## src/rtl/cpu_pkg.sv

```systemverilog
// Shared CPU definitions: request codes, controller state encoding and the
// request legality check used at acceptance time.
package cpu_pkg;

  // Request kind codes
  localparam logic [1:0] KIND_FETCH   = 2'b00;
  localparam logic [1:0] KIND_LOAD    = 2'b01;
  localparam logic [1:0] KIND_STORE   = 2'b10;
  localparam logic [1:0] KIND_ILLEGAL = 2'b11;

  // Request size codes
  localparam logic [1:0] SZ_BYTE    = 2'b00;
  localparam logic [1:0] SZ_HALF    = 2'b01;
  localparam logic [1:0] SZ_WORD    = 2'b10;
  localparam logic [1:0] SZ_ILLEGAL = 2'b11;

  // Memory access controller state encoding
  localparam logic [2:0] S_IDLE    = 3'd0;
  localparam logic [2:0] S_RD_WAIT = 3'd1;
  localparam logic [2:0] S_RESP    = 3'd2;
  localparam logic [2:0] S_WRITE   = 3'd3;
  localparam logic [2:0] S_ERR     = 3'd4;

  typedef enum logic [2:0] {
    ST_IDLE    = S_IDLE,
    ST_RD_WAIT = S_RD_WAIT,
    ST_RESP    = S_RESP,
    ST_WRITE   = S_WRITE,
    ST_ERR     = S_ERR
  } state_t;

  // True when a request cannot be served: reserved codes, a fetch that is
  // not a word, or an address not aligned to the access size.
  function automatic logic req_illegal(input logic [1:0] kind,
                                       input logic [1:0] size,
                                       input logic [1:0] lane);
    logic bad;
    bad = 1'b0;
    if ((kind == KIND_ILLEGAL) || (size == SZ_ILLEGAL)) begin
      bad = 1'b1;
    end else if ((kind == KIND_FETCH) && (size != SZ_WORD)) begin
      bad = 1'b1;
    end else if ((size == SZ_HALF) && lane[0]) begin
      bad = 1'b1;
    end else if ((size == SZ_WORD) && (lane != 2'b00)) begin
      bad = 1'b1;
    end else begin
      bad = 1'b0;
    end
    return bad;
  endfunction

endpackage

```

## src/rtl/mem_access_ctrl_if.sv

```systemverilog
// Request/response handshake between the control unit and the memory access
// controller, plus the controller's memory-side bus.
interface mem_access_ctrl_if #(
  parameter int ADDR_W = 32
);
  logic              req_valid;
  logic              req_ready;
  logic [1:0]        req_kind;
  logic [1:0]        req_size;
  logic              req_signed;
  logic [ADDR_W-1:0] req_addr;
  logic [31:0]       req_wdata;
  logic [ADDR_W-1:0] mem_addr;
  logic              mem_rd;
  logic              mem_wr;
  logic [31:0]       mem_wdata;
  logic [31:0]       mem_rdata;
  logic              rsp_valid;
  logic [31:0]       rsp_data;
  logic              ir_load;
  logic              exc_align;
  logic              busy;

  // Control unit and memory side
  modport master (
    output req_valid, req_kind, req_size, req_signed, req_addr, req_wdata,
    output mem_rdata,
    input  req_ready, mem_addr, mem_rd, mem_wr, mem_wdata,
    input  rsp_valid, rsp_data, ir_load, exc_align, busy
  );

  // Memory access controller side
  modport slave (
    input  req_valid, req_kind, req_size, req_signed, req_addr, req_wdata,
    input  mem_rdata,
    output req_ready, mem_addr, mem_rd, mem_wr, mem_wdata,
    output rsp_valid, rsp_data, ir_load, exc_align, busy
  );
endinterface

```

## src/rtl/mem_access_ctrl_byte_lane.sv

```systemverilog
// Little-endian byte lane unit: extracts and extends sub-word load values and
// merges sub-word store data into a full memory word. Purely combinational.
module byte_lane_unit
  import cpu_pkg::*;
(
  input  logic [31:0] rdata,
  input  logic [31:0] wdata,
  input  logic [1:0]  lane,
  input  logic [1:0]  size,
  input  logic        sign,
  output logic [31:0] load_data,
  output logic [31:0] merge_data
);

  logic [7:0]  byte_s;
  logic [15:0] half_s;

  // Select the addressed byte and halfword from the read word
  always_comb begin
    byte_s = 8'd0;
    case (lane)
      2'd0:    byte_s = rdata[7:0];
      2'd1:    byte_s = rdata[15:8];
      2'd2:    byte_s = rdata[23:16];
      2'd3:    byte_s = rdata[31:24];
      default: byte_s = 8'd0;
    endcase
    if (lane[1]) begin
      half_s = rdata[31:16];
    end else begin
      half_s = rdata[15:0];
    end
  end

  // Extend the selected value to 32 bits; words pass through untouched
  always_comb begin
    load_data = rdata;
    case (size)
      SZ_BYTE: load_data = {{24{sign & byte_s[7]}}, byte_s};
      SZ_HALF: load_data = {{16{sign & half_s[15]}}, half_s};
      default: load_data = rdata;
    endcase
  end

  // Replace the addressed lane(s) of the read word with right-justified store data
  always_comb begin
    merge_data = rdata;
    case (size)
      SZ_BYTE: begin
        case (lane)
          2'd0:    merge_data[7:0]   = wdata[7:0];
          2'd1:    merge_data[15:8]  = wdata[7:0];
          2'd2:    merge_data[23:16] = wdata[7:0];
          2'd3:    merge_data[31:24] = wdata[7:0];
          default: merge_data        = rdata;
        endcase
      end
      SZ_HALF: begin
        if (lane[1]) begin
          merge_data[31:16] = wdata[15:0];
        end else begin
          merge_data[15:0] = wdata[15:0];
        end
      end
      default: merge_data = wdata;
    endcase
  end

endmodule

```

## src/rtl/mem_access_ctrl.sv

```systemverilog
// Memory access controller: accepts one fetch/load/store request at a time,
// waits out the fixed read latency, does read-modify-write for sub-word
// stores and returns a one-cycle completion pulse. All outputs are registers.
module mem_access_ctrl
  import cpu_pkg::*;
#(
  parameter int MEM_LAT = 3,
  parameter int ADDR_W  = 32
) (
  input  logic             clk,
  input  logic             reset,
  mem_access_ctrl_if.slave bus
);

  localparam logic [3:0] LAT_LAST = 4'(MEM_LAT - 1);

  state_t            state_r;
  logic [3:0]        cnt_r;
  logic [1:0]        kind_r;
  logic [1:0]        size_r;
  logic              sign_r;
  logic [1:0]        lane_r;
  logic [31:0]       wdata_r;

  logic              req_ready_r;
  logic              busy_r;
  logic [ADDR_W-1:0] mem_addr_r;
  logic              mem_rd_r;
  logic              mem_wr_r;
  logic [31:0]       mem_wdata_r;
  logic              rsp_valid_r;
  logic [31:0]       rsp_data_r;
  logic              ir_load_r;
  logic              exc_align_r;

  logic [31:0]       load_data_s;
  logic [31:0]       merge_data_s;

  // Lane logic works on the live read data so the value is captured on the
  // same edge that ends the last wait cycle.
  byte_lane_unit u_lane (
    .rdata      (bus.mem_rdata),
    .wdata      (wdata_r),
    .lane       (lane_r),
    .size       (size_r),
    .sign       (sign_r),
    .load_data  (load_data_s),
    .merge_data (merge_data_s)
  );

  // Access sequencer with its latency counter and all registered outputs
  always_ff @(posedge clk or negedge reset) begin
    if (!reset) begin
      state_r     <= ST_IDLE;
      cnt_r       <= 4'd0;
      kind_r      <= KIND_FETCH;
      size_r      <= SZ_BYTE;
      sign_r      <= 1'b0;
      lane_r      <= 2'b00;
      wdata_r     <= 32'd0;
      req_ready_r <= 1'b1;
      busy_r      <= 1'b0;
      mem_addr_r  <= {ADDR_W{1'b0}};
      mem_rd_r    <= 1'b0;
      mem_wr_r    <= 1'b0;
      mem_wdata_r <= 32'd0;
      rsp_valid_r <= 1'b0;
      rsp_data_r  <= 32'd0;
      ir_load_r   <= 1'b0;
      exc_align_r <= 1'b0;
    end else begin
      rsp_valid_r <= 1'b0;
      ir_load_r   <= 1'b0;
      exc_align_r <= 1'b0;
      case (state_r)
        ST_IDLE: begin
          if (bus.req_valid) begin
            kind_r      <= bus.req_kind;
            size_r      <= bus.req_size;
            sign_r      <= bus.req_signed;
            lane_r      <= bus.req_addr[1:0];
            wdata_r     <= bus.req_wdata;
            mem_addr_r  <= {bus.req_addr[ADDR_W-1:2], 2'b00};
            req_ready_r <= 1'b0;
            busy_r      <= 1'b1;
            if (req_illegal(bus.req_kind, bus.req_size, bus.req_addr[1:0])) begin
              state_r     <= ST_ERR;
              exc_align_r <= 1'b1;
            end else if ((bus.req_kind == KIND_STORE) && (bus.req_size == SZ_WORD)) begin
              // Full-word store needs no read
              state_r     <= ST_WRITE;
              mem_wr_r    <= 1'b1;
              mem_wdata_r <= bus.req_wdata;
              rsp_valid_r <= 1'b1;
            end else begin
              state_r  <= ST_RD_WAIT;
              mem_rd_r <= 1'b1;
              cnt_r    <= 4'd0;
            end
          end else begin
            state_r <= ST_IDLE;
          end
        end
        ST_RD_WAIT: begin
          if (cnt_r == LAT_LAST) begin
            mem_rd_r    <= 1'b0;
            cnt_r       <= 4'd0;
            rsp_valid_r <= 1'b1;
            if (kind_r == KIND_STORE) begin
              state_r     <= ST_WRITE;
              mem_wr_r    <= 1'b1;
              mem_wdata_r <= merge_data_s;
            end else begin
              state_r    <= ST_RESP;
              rsp_data_r <= load_data_s;
              ir_load_r  <= (kind_r == KIND_FETCH);
            end
          end else begin
            cnt_r <= cnt_r + 4'd1;
          end
        end
        ST_RESP, ST_WRITE, ST_ERR: begin
          state_r     <= ST_IDLE;
          mem_rd_r    <= 1'b0;
          mem_wr_r    <= 1'b0;
          req_ready_r <= 1'b1;
          busy_r      <= 1'b0;
        end
        default: begin
          state_r     <= ST_IDLE;
          cnt_r       <= 4'd0;
          mem_rd_r    <= 1'b0;
          mem_wr_r    <= 1'b0;
          req_ready_r <= 1'b1;
          busy_r      <= 1'b0;
        end
      endcase
    end
  end

  assign bus.req_ready = req_ready_r;
  assign bus.busy      = busy_r;
  assign bus.mem_addr  = mem_addr_r;
  assign bus.mem_rd    = mem_rd_r;
  assign bus.mem_wr    = mem_wr_r;
  assign bus.mem_wdata = mem_wdata_r;
  assign bus.rsp_valid = rsp_valid_r;
  assign bus.rsp_data  = rsp_data_r;
  assign bus.ir_load   = ir_load_r;
  assign bus.exc_align = exc_align_r;

endmodule

```

## src/flat_wrapper.sv

```systemverilog
// flat-port wrapper written by rule: the top's interface ports become plain ports
module mem_access_ctrl_flat import cpu_pkg::*;
#(
  parameter int MEM_LAT = 3,
  parameter int ADDR_W  = 32
)
  (clk, reset, bus_req_valid, bus_req_kind, bus_req_size, bus_req_signed, bus_req_addr, bus_req_wdata, bus_mem_rdata, bus_req_ready, bus_mem_addr, bus_mem_rd, bus_mem_wr, bus_mem_wdata, bus_rsp_valid, bus_rsp_data, bus_ir_load, bus_exc_align, bus_busy);
  mem_access_ctrl_if #(.ADDR_W(ADDR_W)) bus_i ();
  input  logic clk;
  input  logic reset;
  input wire logic [$bits(bus_i.req_valid)-1:0] bus_req_valid;
  input wire logic [$bits(bus_i.req_kind)-1:0] bus_req_kind;
  input wire logic [$bits(bus_i.req_size)-1:0] bus_req_size;
  input wire logic [$bits(bus_i.req_signed)-1:0] bus_req_signed;
  input wire logic [$bits(bus_i.req_addr)-1:0] bus_req_addr;
  input wire logic [$bits(bus_i.req_wdata)-1:0] bus_req_wdata;
  input wire logic [$bits(bus_i.mem_rdata)-1:0] bus_mem_rdata;
  output wire logic [$bits(bus_i.req_ready)-1:0] bus_req_ready;
  output wire logic [$bits(bus_i.mem_addr)-1:0] bus_mem_addr;
  output wire logic [$bits(bus_i.mem_rd)-1:0] bus_mem_rd;
  output wire logic [$bits(bus_i.mem_wr)-1:0] bus_mem_wr;
  output wire logic [$bits(bus_i.mem_wdata)-1:0] bus_mem_wdata;
  output wire logic [$bits(bus_i.rsp_valid)-1:0] bus_rsp_valid;
  output wire logic [$bits(bus_i.rsp_data)-1:0] bus_rsp_data;
  output wire logic [$bits(bus_i.ir_load)-1:0] bus_ir_load;
  output wire logic [$bits(bus_i.exc_align)-1:0] bus_exc_align;
  output wire logic [$bits(bus_i.busy)-1:0] bus_busy;
  assign bus_i.req_valid = bus_req_valid;
  assign bus_i.req_kind = bus_req_kind;
  assign bus_i.req_size = bus_req_size;
  assign bus_i.req_signed = bus_req_signed;
  assign bus_i.req_addr = bus_req_addr;
  assign bus_i.req_wdata = bus_req_wdata;
  assign bus_i.mem_rdata = bus_mem_rdata;
  assign bus_req_ready = bus_i.req_ready;
  assign bus_mem_addr = bus_i.mem_addr;
  assign bus_mem_rd = bus_i.mem_rd;
  assign bus_mem_wr = bus_i.mem_wr;
  assign bus_mem_wdata = bus_i.mem_wdata;
  assign bus_rsp_valid = bus_i.rsp_valid;
  assign bus_rsp_data = bus_i.rsp_data;
  assign bus_ir_load = bus_i.ir_load;
  assign bus_exc_align = bus_i.exc_align;
  assign bus_busy = bus_i.busy;
  mem_access_ctrl #(.MEM_LAT(MEM_LAT), .ADDR_W(ADDR_W)) u_core (.clk(clk), .reset(reset), .bus(bus_i));
endmodule
```

## config.mk

```make
export PLATFORM = sky130hd
export DESIGN_NAME = mem_access_ctrl_flat
export DESIGN_NICKNAME = d
export VERILOG_FILES = /design/src/rtl/cpu_pkg.sv /design/src/rtl/mem_access_ctrl_if.sv /design/src/rtl/mem_access_ctrl_byte_lane.sv /design/src/rtl/mem_access_ctrl.sv /design/src/flat_wrapper.sv
export SDC_FILE = /design/constraint.sdc
export NUM_CORES = 1
export LEC_CHECK = 0
export BUFFER_PORTS_ARGS = -buffer_cell sky130_fd_sc_hd__buf_2
export CORE_ASPECT_RATIO = 1.5
export CORE_UTILIZATION = 50
export CTS_CLUSTER_DIAMETER = 30
export DETAILED_ROUTE_END_ITERATION = 6
export PLACE_DENSITY = 0.77
export RECOVER_POWER = 25
export SYNTH_ARGS = -nofsm -noshare
export SYNTH_HDL_FRONTEND = slang
export SYNTH_SLANG_ARGS = --single-unit
```

## constraint.sdc

```tcl
create_clock -name clk -period 3.7 [get_ports clk]
set_input_delay 0.185 -clock clk [delete_from_list [all_inputs] [get_ports clk]]
set_output_delay 0.185 -clock clk [all_outputs]
set_load 0.02 [all_outputs]
```

# Yosys cells after proc, flatten, opt, wreduce, memory -nomap -nowiden
# Cells that the tools add are included.
[op_classes]
n_mux = 59
reduce_logical = 20
addsub = 1
n_bitwise = 5
eq_ne = 22
[op_table]
columns = ["cell", "count"]
rows = [
  ["case mux 32 bit (2 select lines)", 3],
  ["2-to-1 mux 32 bit", 5],
  ["2-to-1 mux 16 bit", 3],
  ["2-to-1 mux 8 bit", 4],
  ["case mux 8 bit (4 select lines)", 1],
  ["2-to-1 mux 1 bit", 28],
  ["2-to-1 mux 4 bit", 4],
  ["== test 2 bit, second input constant", 7],
  ["case mux 4 bit (3 select lines)", 1],
  ["case mux 1 bit (2 select lines)", 5],
  ["2-to-1 mux 3 bit", 3],
  ["zero test 2 bit", 4],
  ["!= test 2 bit, second input constant", 4],
  ["AND reduction 4 bit", 2],
  ["== test 2 x 1 -> 1 bit, second input constant", 3],
  ["== test 3 x 2 -> 1 bit, second input constant", 2],
  ["!= test 2 x 1 -> 1 bit, second input constant", 3],
  ["case mux 3 bit (2 select lines)", 1],
  ["AND reduction 6 bit", 1],
  ["AND reduction 5 bit", 1],
  ["adder 4 x 1 -> 4 bit, second input constant", 1],
  ["== test 4 x 2 -> 1 bit, second input constant", 1],
  ["logical AND 1 bit", 4],
  ["AND reduction 2 bit", 2],
  ["10 further kinds", 14],
]
[word_totals]
inputBits = 104
output_inout_bits = 103
reg_bits = 147

# Logic depth before layout (Yosys ltp)
[logic_depth]
ltp_word = 11
mapped_depth = 8
mapped_depth_nobuf = 7

# By module
# A second synthesis with hierarchy kept.
[hier_totals]
cells_unflattened = 615
hier_area_um2 = 7671.1
[modules_own_cells]
columns = ["module", "area_each_um2", "cells_each", "seq_area_each_um2", "instances"]
rows = [
  ["mem_access_ctrl", 6053.3, 391, 3679.8, 1],
  ["byte_lane_unit", 1617.8, 224, 0.0, 1],
]

# Worst setup path before layout
# OpenSTA, ideal clock, no wires.
[synth_path]
kind = "reg-to-reg"
from = "reg u_core.cnt_r[0]"
to = "reg u_core.mem_wdata_r[22] (netlist: u_core.bus.mem_wdata[22])"
path_slack_ns = 1.784
setup_time_ns = 0.121
path_stages_with_launch = 8
t_arrival_ns = 1.795
t_required_ns = 3.579
path_cell_list = "dfrtp_1 inv_1 ha_1 or3b_2 nand2_1 nand3_4 buf_4 a22o_1"
[synth_between]
elab_chain_len = 3
[synth_lines]
columns = ["item", "line", "text"]
rows = [
  ["start, declared", "mem_access_ctrl.sv:18", "logic [3:0] cnt_r;"],
  ["start signal, assigned", "mem_access_ctrl.sv:119", "cnt_r <= cnt_r + 4'd1;"],
  ["== test 4 x 2 -> 1 bit", "mem_access_ctrl.sv:105", "if (cnt_r == LAT_LAST) begin"],
  ["!= test 2 x 1 -> 1 bit (no source line)", "n/a", ""],
  ["AND reduction 6 bit (no source line)", "n/a", ""],
  ["end signal, assigned", "mem_access_ctrl.sv:93", "mem_wdata_r <= bus.req_wdata;"],
  ["end signal, assigned", "mem_access_ctrl.sv:112", "mem_wdata_r <= merge_data_s;"],
  ["end, declared", "mem_access_ctrl.sv:30", "logic [31:0] mem_wdata_r;"],
]
# Every way passes these cells.
# A chain may end at the register's enable or synchronous reset.

# Final worst setup path
[layout_path]
from = "reg u_core.lane_r[1]"
to = "reg u_core.mem_wdata_r[29] (netlist: u_core.bus.mem_wdata[29])"
[layout_between]
elab_chain_len = 6
word_cells_on_any_way = 7
[layout_lines]
columns = ["item", "line", "text"]
rows = [
  ["start, declared", "mem_access_ctrl.sv:22", "logic [1:0] lane_r;"],
  ["start signal, assigned", "mem_access_ctrl.sv:81", "lane_r <= bus.req_addr[1:0];"],
  ["== test 2 bit", "mem_access_ctrl_byte_lane.sv:50", "case (lane)"],
  ["2-to-1 mux 8 bit", "mem_access_ctrl_byte_lane.sv:50", ""],
  ["case mux 32 bit (2 select lines) *", "mem_access_ctrl_byte_lane.sv:48", "case (size)"],
  ["2-to-1 mux 32 bit *", "mem_access_ctrl.sv:109", "if (kind_r == KIND_STORE) begin"],
  ["2-to-1 mux 32 bit *", "mem_access_ctrl.sv:105", ""],
  ["case mux 32 bit (2 select lines) *", "mem_access_ctrl.sv:75", "case (state_r)"],
]
# Every way passes the cells marked *; elsewhere a longest branch is shown, timed or not. The select of a mux whose other input is x is not followed.

==> impl_results.md <==
* Fill cells at about 1,200
* Sequential fraction of the synthesis area at 51.66%
* Syn_area_per_cell at 10.86 um2
* CTS tree: done
* Unrepaired setup endpoints after global routing: no
* GPL Wtd Cong at 0.9556
* Outcome: finished clean
* N_diodes at 0
* Share of cells above drive strength 1 at about 28%
* #FFs+latches synth at around 150
* Synth area leaders: dfrtp_1 (51%), mux2_2 (13%), nor2_1 (4.0%)
* Worst-case clock skew at around 7.5 ps
* Final setup viols at 0
* Final hold violation count at 0
* CTS resizes at 0
* Synth cell count leaders: dfrtp_1 (146), mux2_2 (82), nor2_1 (76)
* Cts hold-fix bufs at 28
* Largest net degree at the start of global routing at between 100 and 150
* Critical path type: reg -> reg
* Final HPWL from detailed placement at about 15 mm
* Final period util at between 70% and 80%
* Syn Inst Count at roughly 660
* Critical path fanouts, max at 24
* DRT Wirelength at 21.20 mm
* CTS root buf: clkbuf_16
* Worst Setup Start Kind: flip-flop
* Num CTS Buffers at 17
* Worst setup margin at roughly 1100 ps
* DRC viols at 0
* Placed cell area at ~8200 um2
* Most frequent cell after synthesis: dfrtp_1
* Post-CTS setup buffers at 0
* Die width at just under 100 um
* Detailed router's first-iteration violation count at between 500 and 600
* Core region area at 13,990 um2
* Global-route wire length before repair at approximately 33 mm
* Pwr dens at about 940 nW/um2
* Warnings, synthesis at 0
* Final #Nets at about 980
* Gr usage total at 29.22%
* First drt pass iteration count at 5
* Antenna violations before repair at 0
* CTS H-tree lvls at 4
* Post-synthesis cell type count at 50
* Initial Util at about 51%
* Post-route ant nets at 0
* Leakage at 4.014 nW
* Io pins at a little over 200
* Global route total overflow at 0
* Via count at between 6,000 and 7,000
* Avg WL per Cell at 19.74 um
* Clk Latency, worst-skew pair at about 420 ps
* CP Data Arrival Time at between 2000 and 3000 ps
* Die height at around 150 um
* Cell Area, Synth at between 7000 and 8000 um2
* Max Slew Vio Count at 0
* CTS sink cnt at approximately 150
* Max clock buf depth at 2
* Area share of the largest cell type after synthesis at about half
* Die Area at 14,740 um2
* Asr flop ratio synth at between 90% and 100%
* Top FF cell, synth: dfrtp_1
* Fin area at 9012 um2
* Synthesis-to-layout area growth at 26.52%
* Worst Hold Class: in -> reg
* CP Capture Type: flip-flop
* Critical Path RT at 4010 ps
* Vias in the first global route at between 6,000 and 7,000
* Site Rows at between 50 and 60
* Maxcap violations at 0
* Worst-path clk slew at around 60 ps
* DP Worst Slack at approximately 1100 ps
* Period minus WS final at approximately 2600 ps
* Vias/cell at between 5 and 6
* VDD IR-drop max at approximately 0.00056 V
* Hold path depth at 2
* Area leader, netlist: dfrtp_1
* Worst slew margin at about a quarter
* Reg2Reg Depth at 6
* Worst-Margin Slew at between 1000 and 1500 ps
* Fmax achieved at 380.4 MHz
* Setup_tns at 0 ps
* Number of synthesized flops with an enable pin at 0
* IO Port Bufs at between 200 and 250
==> per-stage QoR <==
stage               std cells  power (mW)  hold WS, ps  util [%]
floorplan                 657       5.549       -110.6         -
global placement         1012       6.678        403.5     58.70
detailed placement       1012       6.765        405.5     58.70
CTS                      1072       8.607       0.2036     65.13
global route             1074       8.942        5.264     64.41
finish                   1074       8.498        5.782     64.41
==> path summary, 6_finish.rpt <==
| path | slack [ps] | start | to |
|---|---|---|---|
| worst max-delay path | 1070 | u_core.lane_r[1] | u_core.bus.mem_wdata[29] |
| worst min-delay path | 6 | bus_req_addr[5] | u_core.bus.mem_addr[5] |
| worst max register to register | 1070 | u_core.lane_r[1] | u_core.bus.mem_wdata[29] |
| worst min register to register | 470 | u_core.kind_r[0] | u_core.bus.ir_load |
| max in group asynchronous | 2310 | reset | u_core.bus.mem_wdata[24] |
| min in group asynchronous | 470 | reset | u_core.bus.mem_addr[24] |
==> worst max-delay path, stage by stage (launching register included) <==
cell and delay, ps:
dfrtp_1 770, inv_1 260, nor3b_2 550, buf_4 390, a221o_1 190, a221oi_1 50, o31ai_1 300
==> flip-flops by register name (all words and copies together), names as in the netlist, 3 cells and up <==
register	flops
u_core.bus.rsp_data	32
u_core.bus.mem_addr	30
u_core.state_r	3
u_core.bus.mem_wdata	32
u_core.cnt_r	4
u_core.wdata_r	32
==> report_power, final <==
| group | switching, mW | internal, mW | total, mW | leakage (nW) |
|---|---|---|---|---|
| registers | 0.733 | 2.39 | 3.12 | 1.76 |
| clock network | 0.682 | 1.12 | 1.80 | 0.300 |
| logic | 2.19 | 1.38 | 3.57 | 1.95 |
| total | 3.61 | 4.89 | 8.50 | 4.01 |
==> area by class of cell <==
| class | count | area [um2] | area share (%) |
|---|---|---|---|
| well taps | 192 | 240.2 | 2.666 |
| inverters | 6 | 22.52 | 0.2499 |
| multi-input cells | 454 | 3176 | 35.24 |
| repair buffers | 243 | 1274 | 14.13 |
| flip-flops and latches | 147 | 3680 | 40.83 |
| clock inverters | 11 | 150.1 | 1.666 |
| clock buffers | 21 | 470.5 | 5.220 |
==> cell usage in the layout (no fill, tap or decap), drive strengths merged, types with 3 or more instances in the layout <==
cell	count
dfrtp	146
clkbuf	118
buf	116
mux2	82
nor2	77
nand2	72
dlygate4sd3	30
a21oi	27
o21ai	26
a221oi	24
mux2i	20
o31ai	14
a221o	13
a22o	11
a31oi	11
o22ai	10
nor3	9
a21o	8
a22oi	8
inv	8
a211oi	6
nand3	5
nor3b	4
clkinv	4
nor2b	3
nand2b	3
o211ai	3
bufinv	3
==> layer usage <==
layer | up-vias | global-route usage, % | share of wire [%] | wire length (um)
li1 | 2806 | - | - | -
met1 | 3111 | 33.78 | 37 | 7812
met2 | 329 | 50.17 | 51 | 10910
met3 | 74 | 6.720 | 6.8 | 1436
met4 | 0 | 15.44 | 4.9 | 1042
met5 | - | 0 | 0 | 0
==> kinds of logic after synthesis <==
group | after synthesis | share of synthesized area, %
flip-flops | 147 | 51.66
AND/OR/NAND/NOR | 183 | 11.45
buffers and inverters | 56 | 3.917
AO/OA/AOI/OAI | 164 | 16.48
adder cells (fa/ha/maj) | 2 | 0.3513
other | 1 | 0.05265
multiplexers | 103 | 16.09
Power figures use the tool's default switching activity.
